## config.mk

```make
export PLATFORM = sky130hd
export DESIGN_NAME = pe_array_ctrl
export DESIGN_NICKNAME = d
export VERILOG_FILES = /design/src/rtl/pe_array_ctrl.sv
export SDC_FILE = /design/constraint.sdc
export NUM_CORES = 1
export LEC_CHECK = 0
export BUFFER_PORTS_ARGS = -buffer_cell sky130_fd_sc_hd__buf_4
export CORE_UTILIZATION = 44
export DETAILED_ROUTE_END_ITERATION = 8
export PLACE_DENSITY = 0.82
export SYNTH_ARGS = -nofsm -noshare
export SYNTH_HDL_FRONTEND = slang
export SYNTH_SLANG_ARGS = --single-unit
```

## constraint.sdc

```tcl
create_clock -name clk -period 2.09 [get_ports clk]
set_input_delay 0 -clock clk [delete_from_list [all_inputs] [get_ports clk]]
set_output_delay 0 -clock clk [all_outputs]
set_load 0.01 [all_outputs]
```

## src/rtl/pe_array_ctrl.sv

```systemverilog
// pe_array_ctrl -- sequences a stream of complex samples into an array of PEs
// and collects their results back into a single stream.
//
// Loading: PE_NUM*LOAD_NUM accepted samples are dealt out LOAD_NUM at a time,
// PE0 first, each one registered onto pe_load_data with the matching one-hot
// pe_load_v bit. Collecting: every cycle with any pe_out_v bit set forwards
// the lowest-index PE's word to m_data/m_pe_id one cycle later. After
// PE_NUM*OUT_NUM forwarded words the block returns to IDLE.
//
// Ports
//   clk, rst          clock, synchronous active-high reset
//   s_valid/s_data    input sample stream, s_ready is registered
//   pe_load_v/_data   one-hot load strobe and shared load word to the PEs
//   pe_out_v/pe_out   per-PE result valid and result word (PE i at slice i)
//   m_valid/m_data    collected output stream (no backpressure)
//   m_pe_id           source PE of m_data
//   busy              high whenever the FSM is not in IDLE
//   err               sticky flags: [0] output collision, [1] watchdog timeout
//
// Build option: define PE_ARRAY_CTRL_WATCHDOG_EN to compile in a watchdog
// that aborts WAIT/COLLECT after TIMEOUT cycles without a forwarded word.
// Without it err[1] is tied low and WAIT holds indefinitely.
module pe_array_ctrl #(
   parameter int PE_NUM     = 4,
   parameter int LOAD_NUM   = 16,
   parameter int OUT_NUM    = 4,
   parameter int TIMEOUT    = 1024,
   parameter int DATA_WIDTH = 16,
   localparam int DW   = 2 * DATA_WIDTH,
   localparam int ID_W = (PE_NUM > 1) ? $clog2(PE_NUM) : 1
) (
   input  logic                           clk,
   input  logic                           rst,
   input  logic                           s_valid,
   input  logic [DW-1:0]                  s_data,
   output logic                           s_ready,
   output logic [PE_NUM-1:0]              pe_load_v,
   output logic [DW-1:0]                  pe_load_data,
   input  logic [PE_NUM-1:0]              pe_out_v,
   input  logic [PE_NUM-1:0][DW-1:0]      pe_out,
   output logic                           m_valid,
   output logic [DW-1:0]                  m_data,
   output logic [ID_W-1:0]                m_pe_id,
   output logic                           busy,
   output logic [1:0]                     err
);

   localparam int WC_W = (LOAD_NUM > 1) ? $clog2(LOAD_NUM) : 1;
   localparam int OC_W = (PE_NUM * OUT_NUM > 1) ? $clog2(PE_NUM * OUT_NUM) : 1;

   typedef enum logic [1:0] {IDLE, LOAD, WAIT, COLLECT} state_e;

   state_e              state_q, state_d;
   logic                s_ready_q, s_ready_d;
   logic [PE_NUM-1:0]   pe_load_v_q, pe_load_v_d;
   logic [DW-1:0]       pe_load_data_q, pe_load_data_d;
   logic                m_valid_q, m_valid_d;
   logic [DW-1:0]       m_data_q, m_data_d;
   logic [ID_W-1:0]     m_pe_id_q, m_pe_id_d;
   logic [1:0]          err_q, err_d;
   logic [WC_W-1:0]     wcnt_q, wcnt_d;
   logic [ID_W-1:0]     psel_q, psel_d;
   logic [OC_W-1:0]     ocnt_q, ocnt_d;

`ifdef PE_ARRAY_CTRL_WATCHDOG_EN
   localparam int WD_W = $clog2(TIMEOUT + 1);
   logic [WD_W-1:0]     wd_q, wd_d;
`endif

   logic                any_v, multi_v;
   logic [ID_W-1:0]     sel_idx;

   // Lowest set index wins; x & (x-1) is nonzero iff two or more bits are set.
   always_comb begin
      sel_idx = '0;
      for (int i = PE_NUM - 1; i >= 0; i--) begin
         if (pe_out_v[i]) sel_idx = ID_W'(i);
      end
      any_v   = |pe_out_v;
      multi_v = |(pe_out_v & (pe_out_v - PE_NUM'(1)));
   end

   always_comb begin
      state_d        = state_q;
      s_ready_d      = 1'b0;
      pe_load_v_d    = '0;
      pe_load_data_d = pe_load_data_q;
      m_valid_d      = 1'b0;
      m_data_d       = m_data_q;
      m_pe_id_d      = m_pe_id_q;
      err_d          = err_q;
      wcnt_d         = wcnt_q;
      psel_d         = psel_q;
      ocnt_d         = ocnt_q;
`ifdef PE_ARRAY_CTRL_WATCHDOG_EN
      wd_d           = '0;
`endif
      unique case (state_q)
         IDLE: begin
            wcnt_d = '0;
            psel_d = '0;
            ocnt_d = '0;
            if (s_valid) begin
               state_d   = LOAD;
               s_ready_d = 1'b1;
               err_d     = 2'b00;
            end
         end
         LOAD: begin
            s_ready_d = 1'b1;
            if (s_valid && s_ready_q) begin
               pe_load_v_d[psel_q] = 1'b1;
               pe_load_data_d      = s_data;
               if (wcnt_q == WC_W'(LOAD_NUM - 1)) begin
                  wcnt_d = '0;
                  if (psel_q == ID_W'(PE_NUM - 1)) begin
                     psel_d    = '0;
                     s_ready_d = 1'b0;
                     state_d   = WAIT;
                  end else begin
                     psel_d = psel_q + ID_W'(1);
                  end
               end else begin
                  wcnt_d = wcnt_q + WC_W'(1);
               end
            end
         end
         WAIT, COLLECT: begin
            if (any_v) begin
               m_valid_d = 1'b1;
               m_data_d  = pe_out[sel_idx];
               m_pe_id_d = sel_idx;
               if (multi_v) err_d[0] = 1'b1;
               state_d = COLLECT;
               if (ocnt_q == OC_W'(PE_NUM * OUT_NUM - 1)) begin
                  ocnt_d  = '0;
                  state_d = IDLE;
               end else begin
                  ocnt_d = ocnt_q + OC_W'(1);
               end
            end
`ifdef PE_ARRAY_CTRL_WATCHDOG_EN
            else if (wd_q == WD_W'(TIMEOUT - 1)) begin
               err_d[1] = 1'b1;
               state_d  = IDLE;
            end else begin
               wd_d = wd_q + WD_W'(1);
            end
`endif
         end
         default: state_d = IDLE;
      endcase
`ifndef PE_ARRAY_CTRL_WATCHDOG_EN
      err_d[1] = 1'b0;
`endif
   end

   always_ff @(posedge clk) begin
      if (rst) begin
         state_q        <= IDLE;
         s_ready_q      <= 1'b0;
         pe_load_v_q    <= '0;
         pe_load_data_q <= '0;
         m_valid_q      <= 1'b0;
         m_data_q       <= '0;
         m_pe_id_q      <= '0;
         err_q          <= 2'b00;
         wcnt_q         <= '0;
         psel_q         <= '0;
         ocnt_q         <= '0;
`ifdef PE_ARRAY_CTRL_WATCHDOG_EN
         wd_q           <= '0;
`endif
      end else begin
         state_q        <= state_d;
         s_ready_q      <= s_ready_d;
         pe_load_v_q    <= pe_load_v_d;
         pe_load_data_q <= pe_load_data_d;
         m_valid_q      <= m_valid_d;
         m_data_q       <= m_data_d;
         m_pe_id_q      <= m_pe_id_d;
         err_q          <= err_d;
         wcnt_q         <= wcnt_d;
         psel_q         <= psel_d;
         ocnt_q         <= ocnt_d;
`ifdef PE_ARRAY_CTRL_WATCHDOG_EN
         wd_q           <= wd_d;
`endif
      end
   end

   assign s_ready      = s_ready_q;
   assign pe_load_v    = pe_load_v_q;
   assign pe_load_data = pe_load_data_q;
   assign m_valid      = m_valid_q;
   assign m_data       = m_data_q;
   assign m_pe_id      = m_pe_id_q;
   assign busy         = (state_q != IDLE);
   assign err          = err_q;

endmodule
```

### Word level (Yosys, flattened, before mapping)

Cells that the tools add are included.

| word-level totals | value |
|---|---|
| bits in registers | 85 |
| output and inout port bits | 75 |

| cells by class | value |
|---|---|
| $add $sub $neg | 4 |
| $lt $le $gt $ge | 3 |
| eq/ne operators | 12 |
| mux-type cells | 35 |
| bitwise gates (word level) | 4 |
| reduce and logical (&&, ||, !) cells | 18 |

Operator list:

| kind | number |
|---|---|
| binary-select mux 32 bit (select 2 bit) | 1 |
| 2-to-1 mux 32 bit | 1 |
| 2-to-1 mux 2 bit | 13 |
| 2-to-1 mux 4 bit | 4 |
| one-hot mux 4 bit (2 select lines) | 2 |
| inequality test 2 bit, second input constant | 6 |
| 2-to-1 mux 1 bit | 9 |
| adder 4 x 1 -> 4 bit, second input constant | 2 |
| equality test 4 bit, second input constant | 2 |
| AND reduction 2 bit | 4 |
| OR reduction 4 bit | 2 |
| equality test 2 bit, second input constant | 3 |
| less-than comparator 2 x 3 -> 1 bit, second input constant | 2 |
| one-hot mux 2 bit (3 select lines) | 1 |
| nonzero test 2 bit | 3 |
| AND reduction 5 bit | 1 |
| AND 4 bit | 1 |
| one-hot mux 1 bit (2 select lines) | 2 |
| one-hot mux 2 bit (2 select lines) | 1 |
| AND reduction 4 bit | 1 |
| OR reduction 2 bit | 2 |
| subtractor 4 x 1 -> 4 bit, second input constant | 1 |
| inverter 1 bit | 3 |
| AND reduction 3 bit | 1 |
| 7 further kinds | 8 |

### Depth between registers and ports, before layout

Gate-level depths: netlist of the first run.

| logic depth | value |
|---|---|
| depth in word-level cells | 6 |
| gate-level depth with buffers | 6 |
| gate-level depth less buffers | 5 |

### Worst setup path before layout of the first run

No wires, ideal clock.

| timing path | value |
|---|---|
| path type | register to register |
| from | register state_q[1] |
| to | register m_data_q[10], in the netlist m_data[10] |
| library setup time | 0.079 ns |
| arrival time | 1.381 ns |
| required time | 2.011 ns |
| setup slack | 0.630 ns |
| stages on the path, launching flop included | 7 |
| buffers on the path | 3 |
| cells stage by stage | dfxtp_1 buf_4 inv_2 or4_1 buf_2 buf_6 o221ai_2 |

| on the way | value |
|---|---|
| cells in the longest elaborated chain, start to end | 3 |
| elaborated cells between the ends (all ways) | 4 |

Ends and longest elaborated chain:

| what | line | text |
|---|---|---|
| from (decl) | 53 | `state_e state_q, state_d;` |
| from (signal assigned) | 175 | `state_q <= state_d;` |
| equality test 2 bit | 98 | `unique case (state_q)` |
| OR reduction 2 bit (*) | 98 |  |
| AND reduction 2 bit (no line) (*) | - |  |
| to (signal assigned) | 180 | `m_data_q <= m_data_d;` |
| to (decl) | 58 | `logic [DW-1:0] m_data_q, m_data_d;` |

Every way passes the cells marked *; elsewhere a longest branch is shown, timed or not.
A chain may end at the register's enable or synchronous reset.

### Worst setup path in the final report of the first run

| timing path | value |
|---|---|
| from | input pe_out_v[1] |
| to | register m_data_q[19], in the netlist m_data[19] |

| on the way | value |
|---|---|
| cells in the longest elaborated chain, start to end | 4 |
| elaborated cells between the ends (all ways) | 6 |

Ends and longest elaborated chain:

| what | line | text |
|---|---|---|
| from (decl) | 39 | `input logic [PE_NUM-1:0] pe_out_v,` |
| 2-to-1 mux 2 bit (2 in series) | 77 | `if (pe_out_v[i]) sel_idx = ID_W'(i);` |
| binary-select mux 32 bit (select 2 bit) | 131 | `m_data_d = pe_out[sel_idx];` |
| 2-to-1 mux 32 bit (not written as such) | 131 |  |

Several ways; a longest one is shown, not always the timed one. The select of a mux whose other input is x is not followed.

==> reports/metrics.csv, run 1 <==
metric,value,unit
sequentialPowerShare,0.369,
areaGrowthSynthToFinish,85.9,%
synth-simple-area-share,0.151,
synth_cell_type_count,38,
synth-compound-area-share,0.209,
post_cts_resized,0,
synth-seq-cells,85,
synthAdderAreaFrac,0.0179,
core_area,9240,µm²
hold_path.class,in2reg,
dpl.cell_count,791,
fin_skew,0.00968,ns
grt_pass1_wl,28.2,mm
required,2.31,ns
cts_tree,done,
synth_warnings,0,
slew_viol_final,0,
die_w,99.8,µm
portBuffers,240,
hold_ws,-0.000160,ns
synthFlopType,dfxtp_1,
clockBufferDepth,2,
gp_congestion,0.826,
viasPerCell,5.48,
hold_violations,1,
combPwrFrac,0.391,
synth_edf_count,0,
worstMarginPinSlew,0.803,ns
ant_nets,0,
fmaxAchievable,551,MHz
synth_mux_area_frac,0.155,
dp_hpwl,9.65,mm
pre_cts_ws,0.421,ns
violations,negative hold slack,
clk_pin_slew,0.09,ns
drt_first_pass_iters,4,
cts-buffers-inserted,9,
overflow,0,
synthesis.nets,621,
whs_path_depth,3,
synth_top_family_by_area,compound AO/OA/AOI/OAI gates,
rsz0062_at_grt,no,
fill_cells,449,
cp.arrival,2.03,ns
htree_levels,3,
design.die.area,9950,µm²
postCtsHoldBufs,152,
io-pin-count,242,
fin_setup_tns,0,ns
drt-initial-drc-count,234,
crit_path_start_kind,input pin,
grt_use_total,0.370,
utilization,0.846,
p_int,0.00368,W
rr_worst_depth,5,
initial_core_util,0.455,
row_count,35,
p_per_area,709,nW/µm²
final_cell_count_no_fill,961,
clock_latency,0.35,ns
max_cap_viol_count,0,
wl,19.1,mm
wire_per_inst,19.8,µm
power,0.00555,W
cts_sinks,85,
post_cts.repair.setup_buffers,0,
async_flop_share,0,
netSwitchingFraction,0.337,
root_buffer,clkbuf_8,
relSlewSlack,0.463,
netlist_area,4210,µm²
synth.avg_cell_area,9.39,µm²
outcome,finished with violations,
postSynthCellCount,448,
synthXorXnorAreaFrac,0,
cellLeakagePower,3.33,nW
worst_slack,0.275,ns
cp_max_fo,30,
peakVddDrop,506,µV
die_h,99.8,µm
remaining_drc_errors,0,
period_share,0.868,
fin_crit,1.81,ns
ys_seq_area_frac,0.405,
dr_total_vias,5268,
nNetsFinal,998,
drive_above_1_share,0.363,
p_switching,0.00187,W
multi_input_area,2260,µm²
endpoint_kind,flip-flop,
antenna_found_initial,1,
pwr-share-clk,0.240,
final-setup-viol-count,0,
grt_max_degree,54,
grt_pass1_vias,5396,
crit_type,in2reg,
register_area,1700,µm²
[layout by cell type, fill, tap and decap left out, drive strengths merged, types with 3 or more instances in the layout]
| master | Yosys | routed |
|---|---|---|
| buf | 27 | 248 |
| dlygate4sd3 | 0 | 152 |
| nand2 | 107 | 107 |
| dfxtp | 85 | 85 |
| mux2i | 65 | 65 |
| a21oi | 46 | 46 |
| o221ai | 32 | 32 |
| clkbuf | 7 | 12 |
| nor2 | 12 | 12 |
| nand3 | 10 | 10 |
| inv | 9 | 9 |
| o21ai | 8 | 8 |
| ha | 6 | 6 |
| and2 | 5 | 5 |
| a221oi | 3 | 3 |
| nor3 | 3 | 3 |
[metal layers]
metal  global-route usage  vias up  part of all wire
met2                0.643      333              0.50
li1                     -     2354                 -
met5                    0        -                 0
met4                0.260        0             0.068
met3                0.108      107             0.086
met1                0.382     2474              0.35
[power by group through the flow]
stage | registers, W | clock network, W | logic [W]
final | 0.00205 | 0.00133 | 0.00217
after CTS | 0.00201 | 0.00134 | 0.00205
after detailed placement | 0.00205 | 0 | 0.00178
after floorplan | 0.00210 | 0 | 0.000943
after global routing | 0.00207 | 0.00142 | 0.00230
after global placement | 0.00204 | 0 | 0.00173
[cells by family (layout without fill, tap and decap cells)]
logic type               after synthesis  after routing
buffers and inverters                 43            425
adder cells (fa/ha/maj)                6              6
flip-flops                            85             85
multiplexers                          65             65
other                                  1              3
AO/OA/AOI/OAI                        100            100
AND/OR/NAND/NOR                      148            148
[flip-flops by register name, indices dropped and copies added (netlist names)]
register,flops
s_ready,1
wcnt_q,4
m_valid,1
ocnt_q,4
pe_load_v,4
psel_q,2
state_q,2
m_pe_id,2
m_data,32
pe_load_data,32
err,1
[cells in the mapped netlist, drive strengths merged, types with 3 or more instances]
cell type | number | share of area
dfxtp | 85 | 0.40
a21oi | 46 | 0.055
and2 | 5 | 0.0074
nor3 | 3 | 0.0048
buf | 27 | 0.047
inv | 9 | 0.0080
clkbuf | 7 | 0.0062
mux2i | 65 | 0.15
nand2 | 107 | 0.096
a221oi | 3 | 0.0062
nand3 | 10 | 0.012
o221ai | 32 | 0.11
ha | 6 | 0.018
o21ai | 8 | 0.0095
nor2 | 12 | 0.012
[critical path, cell delays in order]
cell and delay (ns):
buf_4 0.15, nor3_4 0.47, buf_12 0.31, mux2i_1 0.30
dlygate4sd3_1 0.66, o221ai_2 0.13
[worst paths after layout]
check / start / to / slack [ns]
worst max-delay path: pe_out_v[1] / m_data[19] / 0.28
worst min-delay path: pe_out[30] / m_data[30] / -0.0002
worst max register to register: state_q[1] / m_data[13] / 0.35
worst min register to register: pe_load_data[22] / pe_load_data[22] / 0.46
[layout make-up]
type | instances | area share
clock buffers | 12 | 0.0198
flip-flops and latches | 85 | 0.218
well taps | 129 | 0.0206
clock inverters | 4 | 0.00896
inverters | 9 | 0.00432
diodes | 2 | 0.000640
multi-input cells | 320 | 0.289
repair buffers | 400 | 0.439
[through the flow]
stage	hold WS [ns]	instance area, µm²
6_report	-0.000160	7820
5_1_grt	0.00246	7820
4_1_cts	0.0000991	7810
3_5_place_dp	0.258	6070
3_3_place_gp	0.247	6070
2_1_floorplan	0.111	4210
(Power assumes the default switching activity.)
==> run 2: changes to the inputs <==
--- a/config.mk
+++ b/config.mk
@@ -9,6 +9,7 @@
 export CORE_UTILIZATION = 44
 export DETAILED_ROUTE_END_ITERATION = 8
 export PLACE_DENSITY = 0.82
+export RECOVER_POWER = 50
 export SYNTH_ARGS = -nofsm -noshare
 export SYNTH_HDL_FRONTEND = slang
 export SYNTH_SLANG_ARGS = --single-unit
==> run 2 against run 1 <==
- the run now ends clean
- via count down 0.85%
- sequential power barely moved
- clock skew down 0.0010 ns
- worst hold slack improved by 0.0034 ns
- final cell count unchanged
- routed wire length is 0.11% higher
- flip-flop and latch count did not move
- global-route usage unchanged
- register-to-register slack lost 0.09 ns
- sequential share of layout area increased by 0.88 points
- clock power about the same
==> reports/metrics.csv, run 2 (synthesized netlist as in run 1, its figures left out) <==
metric,value,unit
cpMaxStageDelayCell,nor2_4,
outcome,finished clean,
fin_crit,1.83,ns
hold_path.class,in2reg,
final_common_cell,buf_4,
drive_above_1_share,0.272,
hp-start,pe_out[30],
htree_levels,3,
endpoint_kind,flip-flop,
worst_slack,0.256,ns
fin_skew,0.00865,ns
reg2reg_slack,0.26,ns
grt_pass1_vias,5396,
grt_pass1_wl,28.2,mm
p_switching,0.00186,W
dp_hpwl,9.65,mm
portBuffers,240,
drt-initial-drc-count,261,
max_cap_viol_count,0,
root_buffer,clkbuf_8,
required,2.36,ns
cpPeakStageDelay,0.66,ns
critPathBufInv,1,
crit_path_start_kind,flip-flop,
netSwitchingFraction,0.347,
hold_violations,0,
fin_setup_tns,0,ns
timing.rr.start,state_q[1],
clock_latency,0.35,ns
worstMarginPinSlew,1.06,ns
postCtsHoldBufs,152,
cellLeakagePower,3.01,nW
rsz0062_at_grt,no,
gp_congestion,0.826,
register_area,1700,µm²
post_cts.repair.setup_buffers,0,
cts_tree,done,
fmaxAchievable,545,MHz
wl,19.1,mm
cp_max_fo,32,
crit_type,reg2reg,
cts_sinks,85,
initial_core_util,0.455,
p_per_area,715,nW/µm²
peakVddDrop,501,µV
post_cts_resized,0,
drt_first_pass_iters,7,
dr_total_vias,5223,
grt_max_degree,54,
die_w,99.8,µm
sequentialPowerShare,0.381,
multi_input_area,2230,µm²
critPathLaunch,state_q[1],
final_cell_mix,"171 x buf_4, 152 x dlygate4sd3_1, 106 x nand2_1",
pre_cts_ws,0.421,ns
relSlewSlack,0.281,
p_int,0.00351,W
grt_use_total,0.370,
row_count,35,
critPathTopFamily,simple AND/OR/NAND/NOR gates,
clockBufferDepth,2,
ant_nets,0,
overflow,0,
path_cells,buf_4 -> o41a_1 -> nor2_4 -> nand2_1 -> o221ai_2,
slew_viol_final,0,
areaGrowthSynthToFinish,78.7,%
antenna_found_initial,1,
core_area,9240,µm²
combPwrFrac,0.371,
final_cell_count_no_fill,961,
period_share,0.878,
cp.arrival,2.10,ns
viasPerCell,5.43,
remaining_drc_errors,0,
die_h,99.8,µm
fill_cells,549,
nNetsFinal,998,
wire_per_inst,19.9,µm
final-setup-viol-count,0,
design.die.area,9950,µm²
dpl.cell_count,791,
hold_ws,0.00324,ns
cts-buffers-inserted,9,
pwr-share-clk,0.248,
clk_pin_slew,0.09,ns
io-pin-count,242,
## run 2: cell count changes in the layout (fill, tap and decap cells not counted), sizes merged
cell,change
clkbuf,+73
buf,-73
## run 2: layout make-up
type / instances / area share
inverter: 9 / 0.00450
multi-input combinational: 320 / 0.297
sequential: 85 / 0.226
antenna: 2 / 0.000666
clock inverter: 4 / 0.00932
clock buffer: 12 / 0.0206
tap: 129 / 0.0215
timing repair buffer: 400 / 0.420
## run 2: power groups by stage
| stage | combinational [W] | sequential [W] | clock [W] |
|---|---|---|---|
| 6_report | 0.00199 | 0.00204 | 0.00133 |
| 5_1_grt | 0.00212 | 0.00206 | 0.00142 |
| 4_1_cts | 0.00205 | 0.00201 | 0.00134 |
| 3_5_place_dp | 0.00178 | 0.00205 | 0 |
| 3_3_place_gp | 0.00173 | 0.00204 | 0 |
| 2_1_floorplan | 0.000943 | 0.00210 | 0 |
## run 2: worst paths after layout
| kind | cells after the start | to |
|---|---|---|
| setup / recovery | 5 | m_data[13] |
| hold / removal | 3 | m_data[30] |
| hold reg to reg | 2 | pe_load_data[22] |
| setup reg to reg | 5 | m_data[13] |
## run 2: per-layer routing
metal | up-vias | GRT usage | wire length (µm)
li1 | 2348 | - | -
met1 | 2438 | 0.382 | 6800
met2 | 336 | 0.643 | 9400
met3 | 101 | 0.108 | 1590
met4 | 0 | 0.260 | 1300
met5 | - | 0 | 0
## run 2: per-stage QoR
step                area, µm²   util  total power, W
floorplan                4210      -         0.00304
global route             7510  0.813         0.00560
finish                   7510  0.813         0.00537
global placement         6070  0.656         0.00377
CTS                      7810  0.845         0.00540
detailed placement       6070  0.656         0.00383
## run 2: tightest hold or removal path: stages
cell,delay [ns]
buf_4,0.08
mux2i_1,0.09
o221ai_2,0.16
